$ cat src/rtl/imm_ext_arbiter.sv
// imm_ext_arbiter: round-robin share of one immediate extender between two requesters; optional IMM_ZERO_EXT_EN adds per-port zero-extend selects
module imm_ext_arbiter #(
  parameter int IN_W  = 12,
  parameter int OUT_W = 16
) (
  input  logic             clk,
  input  logic             reset,
  input  logic             req0,
  input  logic [IN_W-1:0]  imm0,
`ifdef IMM_ZERO_EXT_EN
  input  logic             zext0,
  input  logic             zext1,
`endif
  output logic             gnt0,
  input  logic             req1,
  input  logic [IN_W-1:0]  imm1,
  output logic             gnt1,
  output logic             out_valid,
  input  logic             out_ready,
  output logic [OUT_W-1:0] out_data,
  output logic             out_tag
);
  typedef enum logic {EMPTY, FULL} state_t;
  state_t state_q, state_d;
  logic prio_q, tag_q, can_accept, pick1, grant, zext_sel;
  logic [OUT_W-1:0] data_q, ext;
  logic [IN_W-1:0] imm_sel;
  assign can_accept = (state_q == EMPTY) || out_ready;
  assign pick1 = req1 && (!req0 || prio_q);
  assign gnt1 = !reset && can_accept && pick1;
  assign gnt0 = !reset && can_accept && req0 && !pick1;
  assign grant = gnt0 || gnt1;
  assign imm_sel = gnt1 ? imm1 : imm0;
`ifdef IMM_ZERO_EXT_EN
  assign zext_sel = gnt1 ? zext1 : zext0;
`else
  assign zext_sel = 1'b0;
`endif
  // extend the selected immediate: replicate the top bit unless zero-extension is requested
  always_comb begin
    ext = '0;
    ext[IN_W-1:0] = imm_sel;
    for (int i = IN_W; i < OUT_W; i++) ext[i] = !zext_sel && imm_sel[IN_W-1];
  end
  // state register plus result/priority capture on each grant
  always_ff @(posedge clk) begin
    if (reset) begin
      state_q <= EMPTY;
      prio_q  <= 1'b0;
      tag_q   <= 1'b0;
      data_q  <= '0;
    end else begin
      state_q <= state_d;
      if (grant) begin
        data_q <= ext;
        tag_q  <= gnt1;
        prio_q <= !gnt1;
      end
    end
  end
  // next state: a grant always fills; otherwise a taken result drains
  always_comb state_d = grant ? FULL : (out_ready ? EMPTY : state_q);
  // outputs straight from the buffer registers
  always_comb begin
    out_valid = state_q == FULL;
    out_data  = data_q;
    out_tag   = tag_q;
  end
endmodule

$ cat config.mk
export PLATFORM = sky130hd
export DESIGN_NAME = imm_ext_arbiter
export DESIGN_NICKNAME = d
export VERILOG_FILES = /design/src/rtl/imm_ext_arbiter.sv
export SDC_FILE = /design/constraint.sdc
export NUM_CORES = 1
export LEC_CHECK = 0
export ABC_CLOCK_PERIOD_IN_PS = 2450
export BUFFER_PORTS_ARGS = -buffer_cell sky130_fd_sc_hd__buf_2
export CAP_MARGIN = 40
export CORE_MARGIN = 10
export CORE_UTILIZATION = 45
export DETAILED_ROUTE_END_ITERATION = 6
export GPL_TIMING_DRIVEN = 0
export PLACE_DENSITY = 0.8
export SYNTH_ARGS = -nofsm -noshare
export SYNTH_HDL_FRONTEND = slang
export SYNTH_SLANG_ARGS = --single-unit
$ cat constraint.sdc
create_clock -name clk -period 2.45 [get_ports clk]
set_input_delay 0.49 -clock clk [delete_from_list [all_inputs] [get_ports clk]]
set_output_delay 0.49 -clock clk [all_outputs]
set_load 0.02 [all_outputs]
* Yosys cells after proc, flatten, opt, wreduce, memory -nomap -nowiden
Cells that the tools add are included.
** Storage, ports and cells
- Logic and storage cells :: 21
- Bits in registers :: 15
- Input bits :: 29
- Output and inout port bits :: 20
** Operators by class
- Mux-type cells :: 3
- Bitwise logic cells :: 1
- Reduce and logical (&&, ||, !) cells :: 13
** Operators with widths (count)
- two-way mux 12 bit :: 1
- logical AND 1 bit :: 5
- logical NOT 1 bit :: 4
- logical OR 1 bit :: 3
- two-way mux 1 bit :: 2
- nonzero test 2 bit :: 1
- NOT 1 bit :: 1

* Depth between registers and ports, before layout
Gate-level depths: netlist (run 1).
- Depth in word-level cells :: 7
- Gate-level depth with buffers :: 6
- Mapped depth without buffers :: 3

* Worst setup path after synthesis (run 1)
No wires, ideal clock.
- Kind :: register to output
- Start :: reg state_q, in the netlist out_valid
- End :: out gnt1
- Data arrival time :: 1.701 ns
- Path buffers :: 3
- Slack :: 0.259 ns
- Cell stages (with the launch flop) :: 6
- Data required time :: 1.960 ns
- Cells stage by stage :: dfxtp_1 -> nor2b_4 -> buf_6 -> buf_6 -> clkbuf_1 -> nor4_1
** On the way
- Word-level cells in the longest chain between the ends :: 4
** RTL lines
- start: declaration :: RTL line 24 : state_t state_q, state_d;
- start signal: assignment :: RTL line 53 : state_q <= state_d;
- NOT 1 bit :: RTL line 28 : assign can_accept = (state_q == EMPTY) || out_ready;
- logical OR 1 bit :: RTL line 28
- logical AND 1 bit (2 in series) :: RTL line 30 : assign gnt1 = !reset && can_accept && pick1;
- end: declaration :: RTL line 17 : output logic gnt1,
No other way between the ends.

* Final worst setup path (run 1)
- Start :: in reset
- End :: out gnt0
** On the way
- Word-level cells in the longest chain between the ends :: 4
** RTL lines
- start: declaration :: RTL line 7 : input logic reset,
- logical NOT 1 bit :: RTL line 31 : assign gnt0 = !reset && can_accept && req0 && !pick1;
- logical AND 1 bit (3 in series) :: RTL line 31
- end: declaration :: RTL line 14 : output logic gnt0,
No other way between the ends.

==> impl_metrics.ini, run 1 <==
[status]
run_status = completed

[placed_design]
postPlaceCellArea_um2 = 1210
gp_congestion = 0.906
place_hpwl_mm = 2.61
portBuffers = 48
pre_cts_slack_ns = -0.128
dp_cells = 187

[timing]
setup_slack_ns = 0.129
hold_viol_final = 0
finalClockSkew_ns = 0.00472
min_period_over_period_pct = 94.7
finalSetupViolations = 0
max_freq_mhz = 431
slew_viol_final = 0
period_needed_ns = 2.32
finalSetupTns_ns = 0
worstMarginPinSlew_ns = 0.508
hold_ws_ns = 0.468
rsz0062_at_grt = false
max_slew_margin_pct = 66.1

[route]
route.detailed.drc = 0
via_count = 1173
via_per_inst = 6.14
drt_iter0_markers = 58
drt-total-wl_mm = 3.37
ant_nets = 0
drt_first_pass_iters = 4
post_drt_wl_per_cell_um = 17.6

[pwr]
internal_power_uw = 411
comb_power_share_pct = 33.0
switchingPower_uw = 220
power.leakage_nw = 0.547
p_clk_share_pct = 23.2
power.density_nw_per_um2 = 511
ir_drop_v = 0.000409
seq_power_share_pct = 43.8
sw_frac_of_total_pct = 34.8
p_total_uw = 631

[worst_setup_path]
worstSetupPathType = input pin to output port
critPathMaxFanout = 10
crit_family = buffers and inverters
worst-path-buf-inv = 5
critPathMaxStageDelay_ns = 0.33
crit_arrival_ns = 1.83
critPathLaunchType = input pin
critPathRequiredTime_ns = 1.96
worstPathCellList = buf_2 -> clkbuf_1 -> clkbuf_2 -> clkbuf_2 -> nor3_1 -> buf_2
cp_slowest_cell = clkbuf_1
cp-end-kind = output port

[die]
initial_core_util_pct = 47.5
die_height_um = 65.5
row_count = 16
io_pins = 49
die-area_um2 = 4290
die_w_um = 65.5
core-area_um2 = 1960

[yosys]
netlist_instances = 112
ys_ff_latch = 15
yosysTopAreaCell = dfxtp_1
ys_types = 24
synth_top_cell_area_share_pct = 32.2
synth_nets = 141
netlist_area_um2 = 932
synth_area_leaders = dfxtp_1, a311oi_1, o41ai_1, or4_1, a31oi_1
syn_avg_cell_area_um2 = 8.32
yosysSeqAreaShare_pct = 32.2
yosysWarnings = 0

[global_route]
grt_max_degree = 11
grt_pass1_wl_mm = 5.46
grt_pass1_vias = 1153
antenna_found_initial = 0
overflow = 0
grt_usage_pct = 15.4

[cts]
cts_tree = yes
clk_latency_ns = 0.29
cts_root_buf = clkbuf_4
post_cts_buffers = 0
htree_levels = 1
clock_path_buffers = 2
cts_buffers = 3
path_clk_slew_ns = 0.09
clock_sinks = 15

[final_layout]
final_common_cell = buf_2
final_cell_mix = buf_2, nand2_1, dfxtp_1
fin_cells = 191
final_util_pct = 62.9
final_cell_area_um2 = 1230
synthToLayoutAreaGrowth_pct = 32.5
n_antenna_cell = 0
drive_gt1_share_pct = 40.2
fin_nets = 194

[job]
drv_cap = 0

[worst_hold_path]
hold_path_class = input pin to register
==> cells in the mapped netlist, drive strengths merged <==
cell type / count
a21oi: 1
a311oi: 12
a31o: 1
a31oi: 12
and3: 1
buf: 11
clkbuf: 9
dfxtp: 15
inv: 2
nand2: 15
nand2b: 1
nor2: 1
nor2b: 2
nor3: 1
nor4: 1
o21a: 1
o21ai: 1
o41ai: 12
or2: 1
or4: 12
==> what timing repair did <==
item | 4_1_cts | 5_1_grt
gates resized for setup | 1 | 1
hold buffers | 0 | 0
endpoints found under the setup margin | 1 | 1
==> path summary, 6_finish.rpt <==
path / start / endpoint / slack (ns) / depth (start not counted)
setup / recovery: reset / gnt0 / 0.13 / 6
hold / removal: imm0[0] / out_data[0]$_SDFFE_PP0P_ / 0.47 / 3
setup reg to reg: out_valid$_SDFFE_PP0P_ / out_data[1]$_SDFFE_PP0P_ / 0.76 / 6
hold reg to reg: out_tag$_SDFFE_PP0P_ / out_tag$_SDFFE_PP0P_ / 0.50 / 1
==> cell type report <==
cell class                 count  area, µm²
timing repair buffer          48        240
fill                         210        727
buffer                        20        115
multi-input combinational     75        512
sequential                    15        300
clock buffer                   4       26.3
tap                           27       33.8
inverter                       2       7.51
==> registers in the layout, indices dropped and copies added, names as in the netlist <==
register,count
out_data,12
prio_q,1
out_valid,1
out_tag,1
==> power by group through the flow <==
stage,Clock (mW),Combinational (mW),Sequential (mW)
floorplan,0,0.107,0.304
global placement,0,0.202,0.280
detailed placement,0,0.207,0.282
CTS,0.147,0.207,0.276
global route,0.151,0.226,0.279
finish,0.147,0.208,0.276
==> logic make-up after synthesis <==
family	count (synthesis)	share of synthesized area [%]
flops	15	32.2
buf+inv	22	12.9
compound gates	40	33.4
simple gates	35	21.5
==> worst register-to-register path, delay by kind of cell, from the launching register on <==
family,cells,cell delay (ns)
AND/OR/NAND/NOR,1,0.16
flip-flops,1,0.38
AO/OA/AOI/OAI,2,0.40
buffers and inverters,3,0.66
==> routing by layer <==
layer / part of all wire, % / GRT usage (%)
met5: 0 / 0
met4: 1.7 / 8.56
met3: 10 / 5.25
met2: 49 / 25.5
met1: 39 / 17.0
Power figures use the tool's default switching activity.
==> inputs of run 2 (changes only) <==
--- a/config.mk
+++ b/config.mk
@@ -8,11 +8,13 @@
 export ABC_CLOCK_PERIOD_IN_PS = 2450
 export BUFFER_PORTS_ARGS = -buffer_cell sky130_fd_sc_hd__buf_2
 export CAP_MARGIN = 40
+export CELL_PAD_IN_SITES_DETAIL_PLACEMENT = 1
+export CELL_PAD_IN_SITES_GLOBAL_PLACEMENT = 2
 export CORE_MARGIN = 10
-export CORE_UTILIZATION = 45
+export CORE_UTILIZATION = 25
 export DETAILED_ROUTE_END_ITERATION = 6
 export GPL_TIMING_DRIVEN = 0
-export PLACE_DENSITY = 0.8
+export PLACE_DENSITY_LB_ADDON = 0.1
 export SYNTH_ARGS = -nofsm -noshare
 export SYNTH_HDL_FRONTEND = slang
 export SYNTH_SLANG_ARGS = --single-unit
==> run 2 against run 1 <==
  * Non-clock buffer count is 1 lower
  * Setup slack better by 0.016 ns
  * Worst hold slack improved by 0.035 ns
  * Die area grew 53%
  * Fmax up 0.68%
  * Combinational power is 2% higher
  * Via count shrank 3.2%
  * Sequential cell count unchanged
  * Register-to-register slack gained 0.02 ns
  * Sequential share of layout area decreased by 0.81 points
  * Cell area is 3.4% higher
  * Global-route usage fell by 3.6 points
==> impl_metrics.ini, run 2 (same netlist as run 1, synthesis figures left out) <==
[route]
route.detailed.drc = 0
ant_nets = 0
via_count = 1136
post_drt_wl_per_cell_um = 18.8
drt_iter0_markers = 60
drt-total-wl_mm = 3.97
via_per_inst = 5.38
drt_first_pass_iters = 4

[die]
die_height_um = 81.1
die_w_um = 81.1
core-area_um2 = 3630
io_pins = 49
initial_core_util_pct = 25.7
die-area_um2 = 6570
row_count = 22

[cts]
cts_buffers = 3
clock_path_buffers = 2
cts_root_buf = clkbuf_8
cts_tree = yes
htree_levels = 1
post_cts_buffers = 0
ctsHoldBuffers = 0
path_clk_slew_ns = 0.07
clk_latency_ns = 0.25
clock_sinks = 15

[timing]
finalSetupTns_ns = 0
hold_ws_ns = 0.502
max_freq_mhz = 434
finalClockSkew_ns = 0.00160
finalSetupViolations = 0
rsz0062_at_grt = false
worstMarginPinSlew_ns = 0.580
slew_viol_final = 0
max_slew_margin_pct = 61.3
hold_viol_final = 0
period_needed_ns = 2.30
setup_slack_ns = 0.145
min_period_over_period_pct = 94.1

[placed_design]
pre_cts_slack_ns = -0.247
portBuffers = 48
postPlaceCellArea_um2 = 1230
place_hpwl_mm = 2.94
gp_congestion = 0.747

[worst_setup_path]
critPathMaxFanout = 10
cp-end-kind = output port
rr_startpoint = out_valid$_SDFFE_PP0P_
worstReg2RegEnd = out_data[2]$_SDFFE_PP0P_
worstSetupPathType = register to output port
r2r_slack_ns = 0.78
timing.critical_path.to = gnt1
startpoint = out_valid$_SDFFE_PP0P_
crit_arrival_ns = 1.81
reg2reg_depth = 6
critPathLaunchType = register
critPathRequiredTime_ns = 1.96

[global_route]
grt_usage_pct = 11.9
grt_pass1_wl_mm = 6.12
overflow = 0
gr-usage-met1_pct = 14.4
grt_max_degree = 11
antenna_found_initial = 0
grt_pass1_vias = 1222
met3_usage_pct = 3.31
gr-max-usage-layer = met2
grt_use_met2_pct = 19.5

[final_layout]
final_cell_mix = buf_2, nand2_1, dfxtp_1
largest_reg_flops = 12
final_common_cell = buf_2
synthToLayoutAreaGrowth_pct = 37.0
n_antenna_cell = 0
fin_nets = 193
final_cell_area_um2 = 1280
final_util_pct = 35.2
drive_gt1_share_pct = 41.1

[pwr]
internal_power_uw = 461
power.density_nw_per_um2 = 550
ir_drop_v = 0.000150
comb_power_share_pct = 30.3
seq_power_share_pct = 39.3
p_clk_share_pct = 30.4
power.leakage_nw = 0.557
switchingPower_uw = 241
sw_frac_of_total_pct = 34.4

[job]
drv_cap = 0

[worst_hold_path]
hold_path_class = register to register

[status]
run_status = completed
-- run 2: cell types whose count changed in the layout (fill, tap and decap cells not counted), sizes merged --
cell,previous run,this run
clkbuf,14,11
clkinv,0,1
buf,58,59
-- run 2: final cells by class --
type | instances | area [µm²]
multi-input cells | 75 | 512
plain buffers | 19 | 111
well taps | 48 | 60.1
clock buffers | 3 | 41.3
flip-flops and latches | 15 | 300
clock inverters | 1 | 5.00
fillers | 469 | 2360
inverters | 2 | 7.51
repair buffers | 48 | 240
-- run 2: layer usage --
metal  vias to the layer above  share of wire [%]
li1                        554                  -
met2                        41                 46
met3                         5                6.9
met4                         0               0.96
met1                       536                 46
met5                         -                  0
-- run 2: worst min path at each step --
stage	depth (start not counted)	slack, ns	start	end
2_1_floorplan	2	0.47	prio_q$_SDFFE_PP0P_	prio_q$_SDFFE_PP0P_
3_3_place_gp	1	0.47	out_tag$_SDFFE_PP0P_	out_tag$_SDFFE_PP0P_
3_5_place_dp	1	0.48	out_tag$_SDFFE_PP0P_	out_tag$_SDFFE_PP0P_
4_1_cts	1	0.51	out_tag$_SDFFE_PP0P_	out_tag$_SDFFE_PP0P_
5_1_grt	3	0.53	imm0[4]	out_data[4]$_SDFFE_PP0P_
6_report	1	0.50	out_tag$_SDFFE_PP0P_	out_tag$_SDFFE_PP0P_
-- run 2: worst max-delay path: stages, from the launching register on --
cell      delay (ns)
dfxtp_1         0.32
nor2b_4         0.12
buf_6           0.13
buf_6           0.14
clkbuf_1        0.23
nor4_1          0.37
buf_2           0.24
-- run 2: power by group through the flow --
stage | Combinational (mW) | Clock (mW) | Sequential (mW)
floorplan | 0.107 | 0 | 0.304
global placement | 0.211 | 0 | 0.280
detailed placement | 0.214 | 0 | 0.282
CTS | 0.215 | 0.213 | 0.276
global route | 0.234 | 0.224 | 0.279
finish | 0.213 | 0.214 | 0.276
-- run 2: timing repair --
action	in CTS	in global routing
gates resized for setup	2	0
endpoints found under the setup margin	1	1
cloned	0	0
-- run 2: per-stage QoR --
stage	power, mW	cells
2_1_floorplan	0.411	112
3_3_place_gp	0.492	208
3_5_place_dp	0.495	208
4_1_cts	0.704	212
5_1_grt	0.736	211
6_report	0.702	211
==> inputs of run 3 (changes only) <==
--- a/config.mk
+++ b/config.mk
@@ -5,13 +5,15 @@
 export SDC_FILE = /design/constraint.sdc
 export NUM_CORES = 1
 export LEC_CHECK = 0
+export ABC_AREA = 1
 export ABC_CLOCK_PERIOD_IN_PS = 2450
 export BUFFER_PORTS_ARGS = -buffer_cell sky130_fd_sc_hd__buf_2
 export CAP_MARGIN = 40
 export CELL_PAD_IN_SITES_DETAIL_PLACEMENT = 1
 export CELL_PAD_IN_SITES_GLOBAL_PLACEMENT = 2
 export CORE_MARGIN = 10
-export CORE_UTILIZATION = 25
+export CORE_UTILIZATION = 24
+export CTS_BUF_LIST = sky130_fd_sc_hd__clkbuf_4 sky130_fd_sc_hd__clkbuf_8
 export DETAILED_ROUTE_END_ITERATION = 6
 export GPL_TIMING_DRIVEN = 0
 export PLACE_DENSITY_LB_ADDON = 0.1
==> run 3 against run 2 <==
  * Area after synthesis down 4.4%
  * Non-clock buffer count fell by 9
  * Sequential share of layout area grew 0.76 points
  * Critical path type is now input pin to output port
  * Sequential power about the same
  * Via count decreased by 17%
  * Sequential cell count unchanged
  * Critical path depth unchanged
  * Clock-buffer cell count stayed put
==> impl_metrics.ini, run 3 <==
[route]
via_count = 939
drt-total-wl_mm = 2.81
ant_nets = 0
drt_first_pass_iters = 4
drt_iter0_markers = 29
route.detailed.drc = 0
post_drt_wl_per_cell_um = 12.4
via_per_inst = 4.15

[worst_setup_path]
crit_family = buffers and inverters
critPathLaunchType = input pin
r2r_slack_ns = 1.26
critPathMaxStageDelay_ns = 0.20
cp_slowest_cell = buf_4
worstPathCellList = buf_2 -> inv_4 -> nand3_4 -> buf_4 -> nor2_1 -> buf_2
critPathMaxFanout = 10
worst-path-buf-inv = 4
cp-end-kind = output port
crit_arrival_ns = 1.32
cpMostUsedCell = buf_2
critPathRequiredTime_ns = 1.96
worstSetupPathType = input pin to output port

[timing]
max_freq_mhz = 554
rsz0062_at_grt = false
period_needed_ns = 1.81
worstMarginPinSlew_ns = 0.193
finalSetupTns_ns = 0
max_slew_margin_pct = 87.1
slew_viol_final = 0
finalSetupViolations = 0
hold_viol_final = 0
min_period_over_period_pct = 73.7
finalClockSkew_ns = 0.00402

[pwr]
p_clk_share_pct = 29.8
switchingPower_uw = 215
power.density_nw_per_um2 = 548
internal_power_uw = 463
comb_power_share_pct = 29.2
p_total_uw = 678
seq_power_share_pct = 40.9
power.leakage_nw = 0.711
sw_frac_of_total_pct = 31.7
ir_drop_v = 0.000194

[yosys]
yosysWarnings = 0
synth_nets = 155
synth.most_common_cell = nand2_1
netlist_instances = 126
ys_ff_latch = 15
yosysSeqAreaShare_pct = 33.7
synthArstFlopShare_pct = 0
syn_avg_cell_area_um2 = 7.07
netlist_area_um2 = 891
synth_area_leaders = dfxtp_1, nand2_1, nand3b_1, inv_1, nor2_1
synth_common_cells = nand2_1, dfxtp_1, inv_1, nor2_1, nand3b_1
synth-main-ff-cell = dfxtp_1
synth_top_cell_area_share_pct = 33.7
ys_types = 22
yosysTopAreaCell = dfxtp_1
synth_edf_count = 0

[placed_design]
portBuffers = 48
place_hpwl_mm = 2.31
dp_cells = 222
postPlaceCellArea_um2 = 1190
gp_congestion = 0.698

[status]
run_status = completed

[die]
die-area_um2 = 6550
core-area_um2 = 3630
die_height_um = 80.9
initial_core_util_pct = 24.5
row_count = 22
die_w_um = 80.9
io_pins = 49

[cts]
clk_latency_ns = 0.25
path_clk_slew_ns = 0.07
cts_root_buf = clkbuf_8
cts_resized = 0
htree_levels = 1
clock_sinks = 15
ctsHoldBuffers = 0
clock_path_buffers = 2
cts_tree = yes
post_cts_buffers = 0
cts_buffers = 3

[final_layout]
fin_cells = 226
n_antenna_cell = 0
final_util_pct = 34.1
largest_reg_flops = 12
final_common_cell = buf_2
synthToLayoutAreaGrowth_pct = 38.9
final_cell_area_um2 = 1240
fin_nets = 208
drive_gt1_share_pct = 41.0
final_cell_mix = buf_2, nand2_1, dfxtp_1

[global_route]
grt_pass1_wl_mm = 4.75
grt_max_degree = 11
overflow = 0
antenna_found_initial = 0
grt_usage_pct = 9.01
grt_pass1_vias = 1066

[worst_hold_path]
hold_path_class = register to register

[job]
drv_cap = 0
[run 3: routing by layer]
| metal | up-vias | track usage [%] | routed length, µm |
|---|---|---|---|
| li1 | 491 | - | - |
| met4 | 0 | 3.11 | 31 |
| met5 | - | 0 | 0 |
| met2 | 29 | 15.2 | 1350 |
| met1 | 417 | 9.68 | 1110 |
| met3 | 2 | 4.30 | 307 |
[run 3: stage by stage]
step	hold slack (ns)	worst slack, ns
after floorplan	0.473	0.787
after global placement	0.447	0.633
after detailed placement	0.461	0.626
after CTS	0.473	0.624
after global routing	0.489	0.558
final	0.465	0.644
[run 3: cell type report]
class / instances / area, µm²
Inverter: 16 / 62.6
Clock buffer: 3 / 41.3
Sequential cell: 15 / 300
Multi-Input combinational cell: 85 / 444
Tap cell: 48 / 60.1
Timing Repair Buffer: 48 / 240
Fill cell: 490 / 2400
Clock inverter: 1 / 5.00
Buffer: 10 / 83.8
[run 3: cells by family after synthesis]
logic type / synth area share [%]
simple gates: 38.2
buf+inv: 16.4
compound gates: 11.7
flops: 33.7
[run 3: worst paths after layout]
kind,endpoint,depth (start not counted),from
setup / recovery,gnt0,6,reset
hold / removal,out_tag$_SDFFE_PP0P_,2,out_tag$_SDFFE_PP0P_
setup reg to reg,out_data[0]$_SDFFE_PP0P_,8,prio_q$_SDFFE_PP0P_
hold reg to reg,out_tag$_SDFFE_PP0P_,2,out_tag$_SDFFE_PP0P_
[run 3: power by group through the flow]
stage	sequential, mW	clock, mW	combinational, mW
CTS	0.278	0.218	0.204
global placement	0.282	0	0.200
global route	0.281	0.229	0.225
floorplan	0.308	0	0.105
finish	0.278	0.202	0.198
detailed placement	0.284	0	0.203
[run 3: worst register-to-register path: stages (launching register included)]
cell and delay [ns]:
dfxtp_1 0.36, inv_2 0.06, a21boi_2 0.15, nand2_2 0.13
buf_6 0.17, o21ai_0 0.07, nand2_1 0.07, inv_1 0.05
nor2_1 0.03
